**src/rtl/flash_txn_if.sv**
```systemverilog
// flash_txn_if
//   Bundles the host request/response handshake and the spi_controller frame
//   fields used by flash_txn_sequencer.
//   slave  : sequencer side (takes requests and spi_done, drives frames and responses)
//   master : host + spi_controller side (the opposite directions)
// Signals
//   req_valid/req_ready/req_op/req_addr/req_len : host request
//   rsp_valid/rsp_err/busy                      : completion and status
//   spi_start/spi_opcode/spi_addr/spi_addr_en/
//   spi_nbytes/spi_rd                           : frame launch toward spi_controller
//   spi_done/spi_status                         : frame completion from spi_controller
interface flash_txn_if;
  logic        req_valid;
  logic        req_ready;
  logic [1:0]  req_op;
  logic [23:0] req_addr;
  logic [7:0]  req_len;
  logic        rsp_valid;
  logic        rsp_err;
  logic        busy;
  logic        spi_start;
  logic [7:0]  spi_opcode;
  logic [23:0] spi_addr;
  logic        spi_addr_en;
  logic [7:0]  spi_nbytes;
  logic        spi_rd;
  logic        spi_done;
  logic [7:0]  spi_status;

  modport slave (
    input  req_valid, req_op, req_addr, req_len, spi_done, spi_status,
    output req_ready, rsp_valid, rsp_err, busy,
           spi_start, spi_opcode, spi_addr, spi_addr_en, spi_nbytes, spi_rd
  );

  modport master (
    output req_valid, req_op, req_addr, req_len, spi_done, spi_status,
    input  req_ready, rsp_valid, rsp_err, busy,
           spi_start, spi_opcode, spi_addr, spi_addr_en, spi_nbytes, spi_rd
  );
endinterface

```
**src/rtl/flash_txn_sequencer.sv**
```systemverilog
// flash_txn_sequencer
//   Turns one host request (READ, PAGE_PROGRAM, SECTOR_ERASE) into the ordered
//   list of single-frame SPI NOR transactions run by spi_controller: optional
//   WREN, the opcode frame, then RDSR polling until WIP clears or the poll
//   budget runs out. Finishes with a one-cycle rsp_valid carrying rsp_err.
// Parameters
//   POLL_GAP : idle cycles between the end of one RDSR frame and the next start
//   POLL_MAX : RDSR frames allowed per program/erase before a timeout error
// Ports
//   clk, rst : clock, synchronous active-high reset
//   bus      : flash_txn_if.slave (host request/response + spi_controller frame fields)
module flash_txn_sequencer #(
  parameter int POLL_GAP = 16,
  parameter int POLL_MAX = 1024
) (
  input  logic        clk,
  input  logic        rst,
  flash_txn_if.slave  bus
);

  localparam int PW = $clog2(POLL_MAX + 1);
  localparam int GW = $clog2(POLL_GAP + 1);
  localparam logic [PW-1:0] POLL_LAST = PW'(POLL_MAX);
  localparam logic [GW-1:0] GAP_LAST  = GW'(POLL_GAP - 1);

  localparam logic [1:0] OP_READ  = 2'b00;
  localparam logic [1:0] OP_PROG  = 2'b01;
  localparam logic [1:0] OP_ERASE = 2'b10;

  typedef enum logic [3:0] {
    S_IDLE, S_CHECK, S_WREN_GO, S_WREN_WAIT, S_OP_GO, S_OP_WAIT,
    S_POLL_GO, S_POLL_WAIT, S_POLL_GAP, S_RESP
  } state_t;

  state_t      state_q, state_d;
  logic [1:0]  op_q, op_d;
  logic [23:0] addr_q, addr_d;
  logic [7:0]  len_q, len_d;
  logic        err_q, err_d;
  logic [PW-1:0] poll_q, poll_d;
  logic [GW-1:0] gap_q, gap_d;
  logic [PW-1:0] poll_inc;

  function automatic logic [7:0] op_code(input logic [1:0] op);
    case (op)
      OP_READ:  op_code = 8'h03;
      OP_PROG:  op_code = 8'h02;
      OP_ERASE: op_code = 8'h20;
      default:  op_code = 8'h00;
    endcase
  endfunction

  // Saturating so a long poll run can never wrap back below POLL_MAX.
  assign poll_inc = (poll_q == POLL_LAST) ? poll_q : poll_q + PW'(1);

  // State and counter registers; the request latch is data and carries no reset.
  always_ff @(posedge clk) begin
    if (rst) begin
      state_q <= S_IDLE;
      err_q   <= 1'b0;
      poll_q  <= '0;
      gap_q   <= '0;
    end else begin
      state_q <= state_d;
      err_q   <= err_d;
      poll_q  <= poll_d;
      gap_q   <= gap_d;
    end
    op_q   <= op_d;
    addr_q <= addr_d;
    len_q  <= len_d;
  end

  // Next-state logic
  always_comb begin
    state_d = state_q;
    op_d    = op_q;
    addr_d  = addr_q;
    len_d   = len_q;
    err_d   = err_q;
    poll_d  = poll_q;
    gap_d   = gap_q;
    case (state_q)
      S_IDLE: begin
        if (bus.req_valid) begin
          op_d    = bus.req_op;
          addr_d  = bus.req_addr;
          len_d   = bus.req_len;
          state_d = S_CHECK;
        end
      end
      S_CHECK: begin
        // ERASE carries no data, so only READ/PROGRAM reject a zero length.
        if (op_q == 2'b11 || (len_q == 8'd0 && op_q != OP_ERASE)) begin
          err_d   = 1'b1;
          state_d = S_RESP;
        end else begin
          err_d   = 1'b0;
          state_d = (op_q == OP_READ) ? S_OP_GO : S_WREN_GO;
        end
      end
      S_WREN_GO:   state_d = S_WREN_WAIT;
      S_WREN_WAIT: if (bus.spi_done) state_d = S_OP_GO;
      S_OP_GO:     state_d = S_OP_WAIT;
      S_OP_WAIT: begin
        if (bus.spi_done) begin
          if (op_q == OP_READ) begin
            err_d   = 1'b0;
            state_d = S_RESP;
          end else begin
            poll_d  = '0;
            state_d = S_POLL_GO;
          end
        end
      end
      S_POLL_GO: state_d = S_POLL_WAIT;
      S_POLL_WAIT: begin
        if (bus.spi_done) begin
          poll_d = poll_inc;
          if (!bus.spi_status[0]) begin
            err_d   = 1'b0;
            state_d = S_RESP;
          end else if (poll_inc == POLL_LAST) begin
            err_d   = 1'b1;
            state_d = S_RESP;
          end else begin
            gap_d   = '0;
            state_d = S_POLL_GAP;
          end
        end
      end
      S_POLL_GAP: begin
        if (gap_q == GAP_LAST) begin
          gap_d   = '0;
          state_d = S_POLL_GO;
        end else begin
          gap_d = gap_q + GW'(1);
        end
      end
      S_RESP:  state_d = S_IDLE;
      default: state_d = S_IDLE;
    endcase
  end

  // Outputs: frame fields follow the state pair (GO + WAIT), so they are
  // stable from spi_start until the spi_done that closes the frame.
  always_comb begin
    bus.req_ready   = (state_q == S_IDLE);
    bus.busy        = (state_q != S_IDLE);
    bus.rsp_valid   = (state_q == S_RESP);
    bus.rsp_err     = (state_q == S_RESP) && err_q;
    bus.spi_start   = 1'b0;
    bus.spi_opcode  = 8'h00;
    bus.spi_addr    = 24'h0;
    bus.spi_addr_en = 1'b0;
    bus.spi_nbytes  = 8'h00;
    bus.spi_rd      = 1'b0;
    case (state_q)
      S_WREN_GO, S_WREN_WAIT: begin
        bus.spi_start  = (state_q == S_WREN_GO);
        bus.spi_opcode = 8'h06;
      end
      S_OP_GO, S_OP_WAIT: begin
        bus.spi_start   = (state_q == S_OP_GO);
        bus.spi_opcode  = op_code(op_q);
        bus.spi_addr    = addr_q;
        bus.spi_addr_en = 1'b1;
        bus.spi_nbytes  = (op_q == OP_ERASE) ? 8'h00 : len_q;
        bus.spi_rd      = (op_q == OP_READ);
      end
      S_POLL_GO, S_POLL_WAIT: begin
        bus.spi_start  = (state_q == S_POLL_GO);
        bus.spi_opcode = 8'h05;
        bus.spi_nbytes = 8'h01;
        bus.spi_rd     = 1'b1;
      end
      default: ;
    endcase
  end

endmodule
```
**src/flat_wrapper.sv**
```systemverilog
// flat-port wrapper written by rule: the top's interface ports become plain ports
module flash_txn_sequencer_flat 
#(
  parameter int POLL_GAP = 16,
  parameter int POLL_MAX = 1024
)
  (clk, rst, bus_req_valid, bus_req_op, bus_req_addr, bus_req_len, bus_spi_done, bus_spi_status, bus_req_ready, bus_rsp_valid, bus_rsp_err, bus_busy, bus_spi_start, bus_spi_opcode, bus_spi_addr, bus_spi_addr_en, bus_spi_nbytes, bus_spi_rd);
  flash_txn_if bus_i ();
  input  logic clk;
  input  logic rst;
  input wire logic [$bits(bus_i.req_valid)-1:0] bus_req_valid;
  input wire logic [$bits(bus_i.req_op)-1:0] bus_req_op;
  input wire logic [$bits(bus_i.req_addr)-1:0] bus_req_addr;
  input wire logic [$bits(bus_i.req_len)-1:0] bus_req_len;
  input wire logic [$bits(bus_i.spi_done)-1:0] bus_spi_done;
  input wire logic [$bits(bus_i.spi_status)-1:0] bus_spi_status;
  output wire logic [$bits(bus_i.req_ready)-1:0] bus_req_ready;
  output wire logic [$bits(bus_i.rsp_valid)-1:0] bus_rsp_valid;
  output wire logic [$bits(bus_i.rsp_err)-1:0] bus_rsp_err;
  output wire logic [$bits(bus_i.busy)-1:0] bus_busy;
  output wire logic [$bits(bus_i.spi_start)-1:0] bus_spi_start;
  output wire logic [$bits(bus_i.spi_opcode)-1:0] bus_spi_opcode;
  output wire logic [$bits(bus_i.spi_addr)-1:0] bus_spi_addr;
  output wire logic [$bits(bus_i.spi_addr_en)-1:0] bus_spi_addr_en;
  output wire logic [$bits(bus_i.spi_nbytes)-1:0] bus_spi_nbytes;
  output wire logic [$bits(bus_i.spi_rd)-1:0] bus_spi_rd;
  assign bus_i.req_valid = bus_req_valid;
  assign bus_i.req_op = bus_req_op;
  assign bus_i.req_addr = bus_req_addr;
  assign bus_i.req_len = bus_req_len;
  assign bus_i.spi_done = bus_spi_done;
  assign bus_i.spi_status = bus_spi_status;
  assign bus_req_ready = bus_i.req_ready;
  assign bus_rsp_valid = bus_i.rsp_valid;
  assign bus_rsp_err = bus_i.rsp_err;
  assign bus_busy = bus_i.busy;
  assign bus_spi_start = bus_i.spi_start;
  assign bus_spi_opcode = bus_i.spi_opcode;
  assign bus_spi_addr = bus_i.spi_addr;
  assign bus_spi_addr_en = bus_i.spi_addr_en;
  assign bus_spi_nbytes = bus_i.spi_nbytes;
  assign bus_spi_rd = bus_i.spi_rd;
  flash_txn_sequencer #(.POLL_GAP(POLL_GAP), .POLL_MAX(POLL_MAX)) u_core (.clk(clk), .rst(rst), .bus(bus_i));
endmodule
```
**config.mk**
```make
export PLATFORM = sky130hd
export DESIGN_NAME = flash_txn_sequencer_flat
export DESIGN_NICKNAME = d
export VERILOG_FILES = /design/src/rtl/flash_txn_if.sv /design/src/rtl/flash_txn_sequencer.sv /design/src/flat_wrapper.sv
export SDC_FILE = /design/constraint.sdc
export NUM_CORES = 1
export LEC_CHECK = 0
export CAP_MARGIN = 15
export CORE_MARGIN = 1
export CORE_UTILIZATION = 50
export DETAILED_ROUTE_END_ITERATION = 10
export GPL_ROUTABILITY_DRIVEN = 0
export PLACE_DENSITY = 0.86
export SLEW_MARGIN = 20
export SYNTH_ARGS = -nofsm -noshare
export SYNTH_HDL_FRONTEND = slang
export SYNTH_SLANG_ARGS = --single-unit
export TNS_END_PERCENT = 5
```
**constraint.sdc**
```tcl
create_clock -name clk -period 6.7 [get_ports clk]
set_input_delay 1.005 -clock clk [delete_from_list [all_inputs] [get_ports clk]]
set_output_delay 1.005 -clock clk [all_outputs]
set_load 0.005 [all_outputs]
```
==> results of run 1 <==
## cells by family after synthesis
family,Yosys count
buffers and inverters,31
other,1
flip-flops,55
adder cells (fa/ha/maj),3
AND/OR/NAND/NOR,143
AO/OA/AOI/OAI,62
multiplexers,1
XOR/XNOR,4
## worst min-delay path, stage by stage (launching register included)
cell,delay (ns)
dfxtp_1,0.32
o21ai_0,0.08
a311oi_1,0.05
## flip-flops by register name (all words and copies together), names as in the netlist
register	flops
u_core.poll_q	11
u_core.state_q	4
u_core.gap_q	5
u_core.op_q	2
u_core.len_q	8
u_core.addr_q	24
u_core.err_q	1
## metrics by stage
stage	worst slack, ns	util [%]	std cells	power (W)	cell area, um^2
after floorplan	4.46	-	303	0.000579	2850
final	3.54	68.8	443	0.000915	3760
after detailed placement	3.87	66.8	435	0.000697	3650
after global routing	3.40	68.8	443	0.000961	3760
after CTS	3.55	68.8	443	0.000919	3760
after global placement	3.90	66.8	435	0.000689	3650
## per-layer routing
layer / vias to the layer above / global-route usage, % / routed length [um]
li1: 1203 / - / -
met1: 1141 / 26.9 / 2620
met5: - / 0 / 0
met2: 78 / 38.1 / 3300
met3: 8 / 3.45 / 278
met4: 0 / 8.30 / 69
## worst max path at each step
stage	startpoint	to	slack [ns]	depth (start not counted)
final	u_core.state_q[2]$_SDFFE_PP0P_	bus_spi_nbytes[2]	3.54	5
after global routing	u_core.state_q[2]$_SDFFE_PP0P_	bus_spi_nbytes[5]	3.40	5
after CTS	u_core.state_q[3]$_SDFFE_PP0P_	bus_spi_nbytes[4]	3.55	5
after detailed placement	bus_spi_done	u_core.poll_q[2]$_SDFFE_PP0P_	3.87	4
after global placement	bus_spi_done	u_core.poll_q[2]$_SDFFE_PP0P_	3.90	4
after floorplan	u_core.state_q[2]$_SDFFE_PP0P_	u_core.addr_q[0]$_DFFE_PP_	4.46	5
## power by group through the flow
| stage | Sequential, W | Clock, W | Combinational, W |
|---|---|---|---|
| 4_1_cts | 0.000458 | 0.000226 | 0.000235 |
| 3_3_place_gp | 0.000462 | 0 | 0.000227 |
| 2_1_floorplan | 0.000448 | 0 | 0.000131 |
| 5_1_grt | 0.000466 | 0.000240 | 0.000255 |
| 6_report | 0.000458 | 0.000221 | 0.000235 |
| 3_5_place_dp | 0.000465 | 0 | 0.000232 |
## synthesized netlist by cell type (3+ instances only)
cell type	count	share of area, %
a31oi_1	3	0.66
and2_1	28	6.2
and4b_1	3	1.1
a21oi_1	19	3.4
edfxtp_1	34	36
nor4_1	5	1.1
nor3_1	10	1.8
dfxtp_1	21	15
nor2b_1	3	0.66
ha_1	3	1.3
nand2_1	24	3.2
clkbuf_1	13	1.7
and3_1	11	2.4
nor2_1	32	4.2
a311oi_1	6	1.9
buf_4	4	1.1
inv_1	8	1.1
o21ai_0	19	3.4
nand3_1	10	1.8
nand2b_1	5	1.1
buf_2	6	1.1
## cell type report
type                            instances  area [um^2]  area share (%)
Timing Repair Buffer                   83          826            21.9
Sequential cell                        55         1440            38.3
Inverter                                8         30.0           0.798
Clock inverter                          2         38.8            1.03
Tap cell                               72         90.1            2.39
Clock buffer                            6         72.6            1.93
Multi-Input combinational cell        217         1270            33.6
## layout by cell type, fill, tap and decap left out, types with 2 or more instances in the layout
cell type and n:
a21oi_1 19, nor2_1 32, edfxtp_1 34, conb_1 4, nand3b_1 2, a31oi_1 3
xor2_1 2, nand2b_1 5, nor3_1 10, nor4_1 5, clkbuf_8 5, a22o_1 2
inv_1 8, and3_1 11, a311oi_1 6, clkdlybuf4s50_1 81, nand2_1 24, buf_4 2
xnor2_1 2, and4b_1 3, ha_1 3, dfxtp_1 21, and2_1 28, nand3_1 10
o21ai_0 19, nor2b_1 3, a211oi_1 2
==> out/metrics.csv, run 1 <==
metric,value,unit
status,completed,
Hold Path Sink,u_core.gap_q[4]$_SDFFE_PP0P_,
H-Tree Depth,2,
Net Sw Frac,27.8,%
Comb pwr share,25.7,%
slew margin rel.,47.5,%
Worst-Margin Slew,0.786,ns
HPWL Detailed,4460,um
fraction of synthesized cell area in xor and xnor cells,1.24,%
RSZ-0062 raised after global routing,false,
final hold viol count,0,
share of layout cells above drive strength 1,3.50,%
Clock Latency Late Sink,0.30,ns
Synth Area in Simple Gates,27.6,%
critical path's slowest cell,dfxtp_1,
DRC viols,0,
worst hold slack,0.489,ns
clk_skew,0.0108,ns
Hold Path Stages,2,
Max VDD drop,0.000175,V
DRT Pass-1 Iters,5,
Cell Pwr Density,243,mW/mm^2
post-synthesis sequential element count,55,
CTS max path bufs,2,
# clock sinks,55,
hold path start,u_core.gap_q[4]$_SDFFE_PP0P_,
Psw,0.000254,W
Netlist Area Pre-Place,0.00284,mm^2
total track usage,21.8,%
CTS tree,yes,
FP Rows,27,
hold buffers post-CTS,0,
fmax,317,MHz
sequential fraction of the synthesis area,50.8,%
Final #Nets,419,
global-route wire length before repair,10400,um
r2r startpoint,u_core.poll_q[0]$_SDFFE_PP0P_,
max-slew violations,0,
Die ar.,0.00598,mm^2
number of max-cap violations,0,
starting DRC count in detailed routing,245,
number of synthesized flops with an enable pin,34,
routed len/inst,14.1,um
reg2reg setup slack,4.50,ns
port bufs,81,
Adder-Cell Fraction of Synth Area,1.32,%
largest net degree at the start of global routing,35,
design internal power,0.000660,W
cells after synthesis,300,
Setup Crit Path Kind,flip-flop to output pin,
"FFs w/ async S/R, synth",0,%
Final ANT Viol Nets,0,
# IOs,93,
Bufs and invs on worst path,2,
Initial Util,51.8,%
antenna violations before repair,0,
routed via count,2430,
grt ovf,0,
fin crit period,3.16,ns
Fillers,421,
path depth of the worst reg2reg path,7,
# diodes,0,
"wirelength, routed",6270,um
root buffer cell,clkbuf_8,
multiplexer share of the synthesized area,0.353,%
yosys warns,0,
largest family of logic cells by synthesized area,simple AND/OR/NAND/NOR gates,
Area Growth Syn to Fin,32.8,%
crit end category,output pin,
vias in the first global route,2315,
"Largest stage delay, worst path",0.55,ns
Worst EP required,5.69,ns
Die Ht,77.3,um
Critical Path AT,2.15,ns
"Cell Chain, Critical Path",nand2b_1 -> nor2_1 -> buf_4 -> and3_1 -> clkdlybuf4s50_1,
vias per std cell,5.49,
core outline area,0.00547,mm^2
Worst-path clk slew,0.10,ns
CP max FO,32,
post-cts resize count,0,
Static Leakage,1.35,nW
top_reg_cell synth,edfxtp_1,
post-CTS setup buffers,0,
cell family with most CP delay,buffers and inverters,
setup_tns,0,ns
Syn Area/Cell,9.45,um^2
number of setup violations in the final report,0,
Seq pwr share,50.1,%
Worst setup SP type,flip-flop,
Tcrit/Tclk final,47.1,%
CTS Buf Count,5,
Cell variety after synth,49,
R2R Path End,u_core.gap_q[2]$_SDFFE_PP0P_,
clock power share,24.2,%
Die X,77.3,um
Hold Path Class,flip-flop to flip-flop,
Compound-Gate Fraction of Synth Area,13.6,%
(Power assumes the default switching activity.)
==> run 2, diff against run 1 <==
--- a/config.mk
+++ b/config.mk
@@ -7,10 +7,10 @@
 export LEC_CHECK = 0
 export CAP_MARGIN = 15
 export CORE_MARGIN = 1
-export CORE_UTILIZATION = 50
+export CORE_UTILIZATION = 46
 export DETAILED_ROUTE_END_ITERATION = 10
 export GPL_ROUTABILITY_DRIVEN = 0
-export PLACE_DENSITY = 0.86
+export PLACE_DENSITY = 0.8
 export SLEW_MARGIN = 20
 export SYNTH_ARGS = -nofsm -noshare
 export SYNTH_HDL_FRONTEND = slang
==> constraint.sdc (replaced) <==
create_clock -name clk -period 3.15 [get_ports clk]
set_input_delay 0.4725 -clock clk [delete_from_list [all_inputs] [get_ports clk]]
set_output_delay 0.4725 -clock clk [all_outputs]
set_load 0.005 [all_outputs]
==> run 2 against run 1 <==
Effect of this change: first-iteration DRC count shrank 43%; non-clock buffer count grew 1; clock skew is essentially flat; clock-buffer cell count shrank 1; sequential cell count is the same; wire length grew 0.75%; register-to-register slack lost 3.5 ns; sequential power grew 110%; final area is essentially flat; critical path depth is the same; hold slack lost 0.015 ns; largest power group unchanged; highest routed layer unchanged.
==> out/metrics.csv, run 2 (synthesis gave the netlist of run 1 again) <==
metric,value,unit
status,completed,
r2r startpoint,u_core.poll_q[0]$_SDFFE_PP0P_,
crit end category,output pin,
final hold viol count,0,
# IOs,93,
Worst-path clk slew,0.11,ns
HPWL Detailed,4620,um
Final #Nets,420,
DRT Pass-1 Iters,4,
H-Tree Depth,2,
Final ANT Viol Nets,0,
largest net degree at the start of global routing,35,
Hold Path Class,flip-flop to flip-flop,
Worst EP required,2.68,ns
post-route setup slack,0.473,ns
clk_skew,0.0110,ns
CTS max path bufs,2,
R2R Path End,u_core.gap_q[2]$_SDFFE_PP0P_,
core outline area,0.00592,mm^2
"commonest non-fill, non-tap cell in the layout",clkdlybuf4s50_1,
CTS Buf Count,5,
port bufs,81,
number of max-cap violations,0,
share of layout cells above drive strength 1,4.03,%
global-route wire length before repair,10100,um
fmax,374,MHz
total track usage,20.2,%
RSZ-0062 raised after global routing,false,
hold buffers post-CTS,0,
DRC viols,0,
Hold Path Stages,2,
routed len/inst,14.1,um
slew margin rel.,66.1,%
FP Rows,28,
Initial Util,47.9,%
Die X,80.5,um
CP max FO,32,
Static Leakage,1.35,nW
Post-Layout Cell Count,447,
grt ovf,0,
Tcrit/Tclk final,85.0,%
Die Ht,80.5,um
CTS tree,yes,
most frequent cells in the layout,"81 x clkdlybuf4s50_1, 34 x edfxtp_1, 32 x nor2_1",
Max VDD drop,0.000404,V
Area Growth Syn to Fin,32.7,%
reg2reg setup slack,0.96,ns
Reg with most FFs,u_core.addr_q,
Clock Latency Late Sink,0.31,ns
hold path start,u_core.gap_q[4]$_SDFFE_PP0P_,
Worst setup SP type,flip-flop,
routed via count,2398,
"wirelength, routed",6320,um
setup_tns,0,ns
Hold Path Sink,u_core.gap_q[4]$_SDFFE_PP0P_,
number of setup violations in the final report,0,
root buffer cell,clkbuf_8,
fin crit period,2.68,ns
post-CTS setup buffers,0,
vias per std cell,5.36,
max-slew violations,0,
Post-Place Cells,439,
# diodes,0,
starting DRC count in detailed routing,139,
# clock sinks,55,
antenna violations before repair,0,
post-cts resize count,0,
Critical Path AT,2.20,ns
Cell Pwr Density,501,mW/mm^2
path depth of the worst reg2reg path,7,
top flop regs,"u_core.addr_q: 24 flops, u_core.poll_q: 11 flops, u_core.len_q: 8 flops",
Setup Crit Path Kind,flip-flop to output pin,
Largest register FFs,24,
final core occ,63.5,%
vias in the first global route,2116,
overall power,0.00188,W
Worst-Margin Slew,0.496,ns
Die ar.,0.00648,mm^2
Post-Place Setup Slack,0.824,ns
run 2: changes by cell type in the layout (fill, tap and decap cells not counted), sizes merged:
cell      change
clkinvlp      +1
clkinv        +1
clkbuf        -1
buf           +1
bufinv        -1
run 2: cell type report:
class                      instances  area [um^2]
clock buffer                       5         68.8
multi-input combinational        217         1270
tap                               75         93.8
fill                             494         2160
timing repair buffer              84          833
sequential                        55         1440
inverter                           8         30.0
clock inverter                     3         27.5
run 2: worst max path at each step:
| stage | endpoint | slack, ns | cells past startpoint | start |
|---|---|---|---|---|
| floorplan | u_core.addr_q[0]$_DFFE_PP_ | 0.91 | 5 | u_core.state_q[2]$_SDFFE_PP0P_ |
| global placement | bus_spi_nbytes[6] | 0.89 | 5 | u_core.state_q[3]$_SDFFE_PP0P_ |
| detailed placement | u_core.poll_q[2]$_SDFFE_PP0P_ | 0.82 | 4 | bus_spi_done |
| CTS | bus_spi_nbytes[5] | 0.49 | 5 | u_core.state_q[2]$_SDFFE_PP0P_ |
| global route | bus_spi_nbytes[7] | 0.33 | 5 | u_core.state_q[2]$_SDFFE_PP0P_ |
| finish | bus_spi_nbytes[5] | 0.47 | 5 | u_core.state_q[2]$_SDFFE_PP0P_ |
run 2: critical path, stage by stage (launching register included):
cell             delay, ns
dfxtp_1               0.58
nand2b_1              0.19
nor2_1                0.12
buf_4                 0.27
and3_1                0.20
clkdlybuf4s50_1       0.52
run 2: power by group:
part / leakage (nW) / internal, W / switching (W) / total [W]
Clock: 0.0463 / 0.000164 / 0.000253 / 0.000417
Combinational: 0.808 / 0.000261 / 0.000235 / 0.000496
Sequential: 0.493 / 0.000904 / 0.0000683 / 0.000972
run 2: through the flow:
| stage | cell area, um^2 | hold slack (ns) |
|---|---|---|
| floorplan | 2850 | 0.437 |
| global placement | 3660 | 0.461 |
| detailed placement | 3660 | 0.463 |
| CTS | 3760 | 0.478 |
| global route | 3760 | 0.504 |
| finish | 3760 | 0.474 |
run 2: per-layer routing:
layer,global-route usage (%),part of all wire (%),vias to the layer above
met5,0,0,-
met4,5.71,0.81,0
met3,3.18,3.6,4
met2,34.5,52,66
met1,26.2,43,1114
li1,-,-,1214
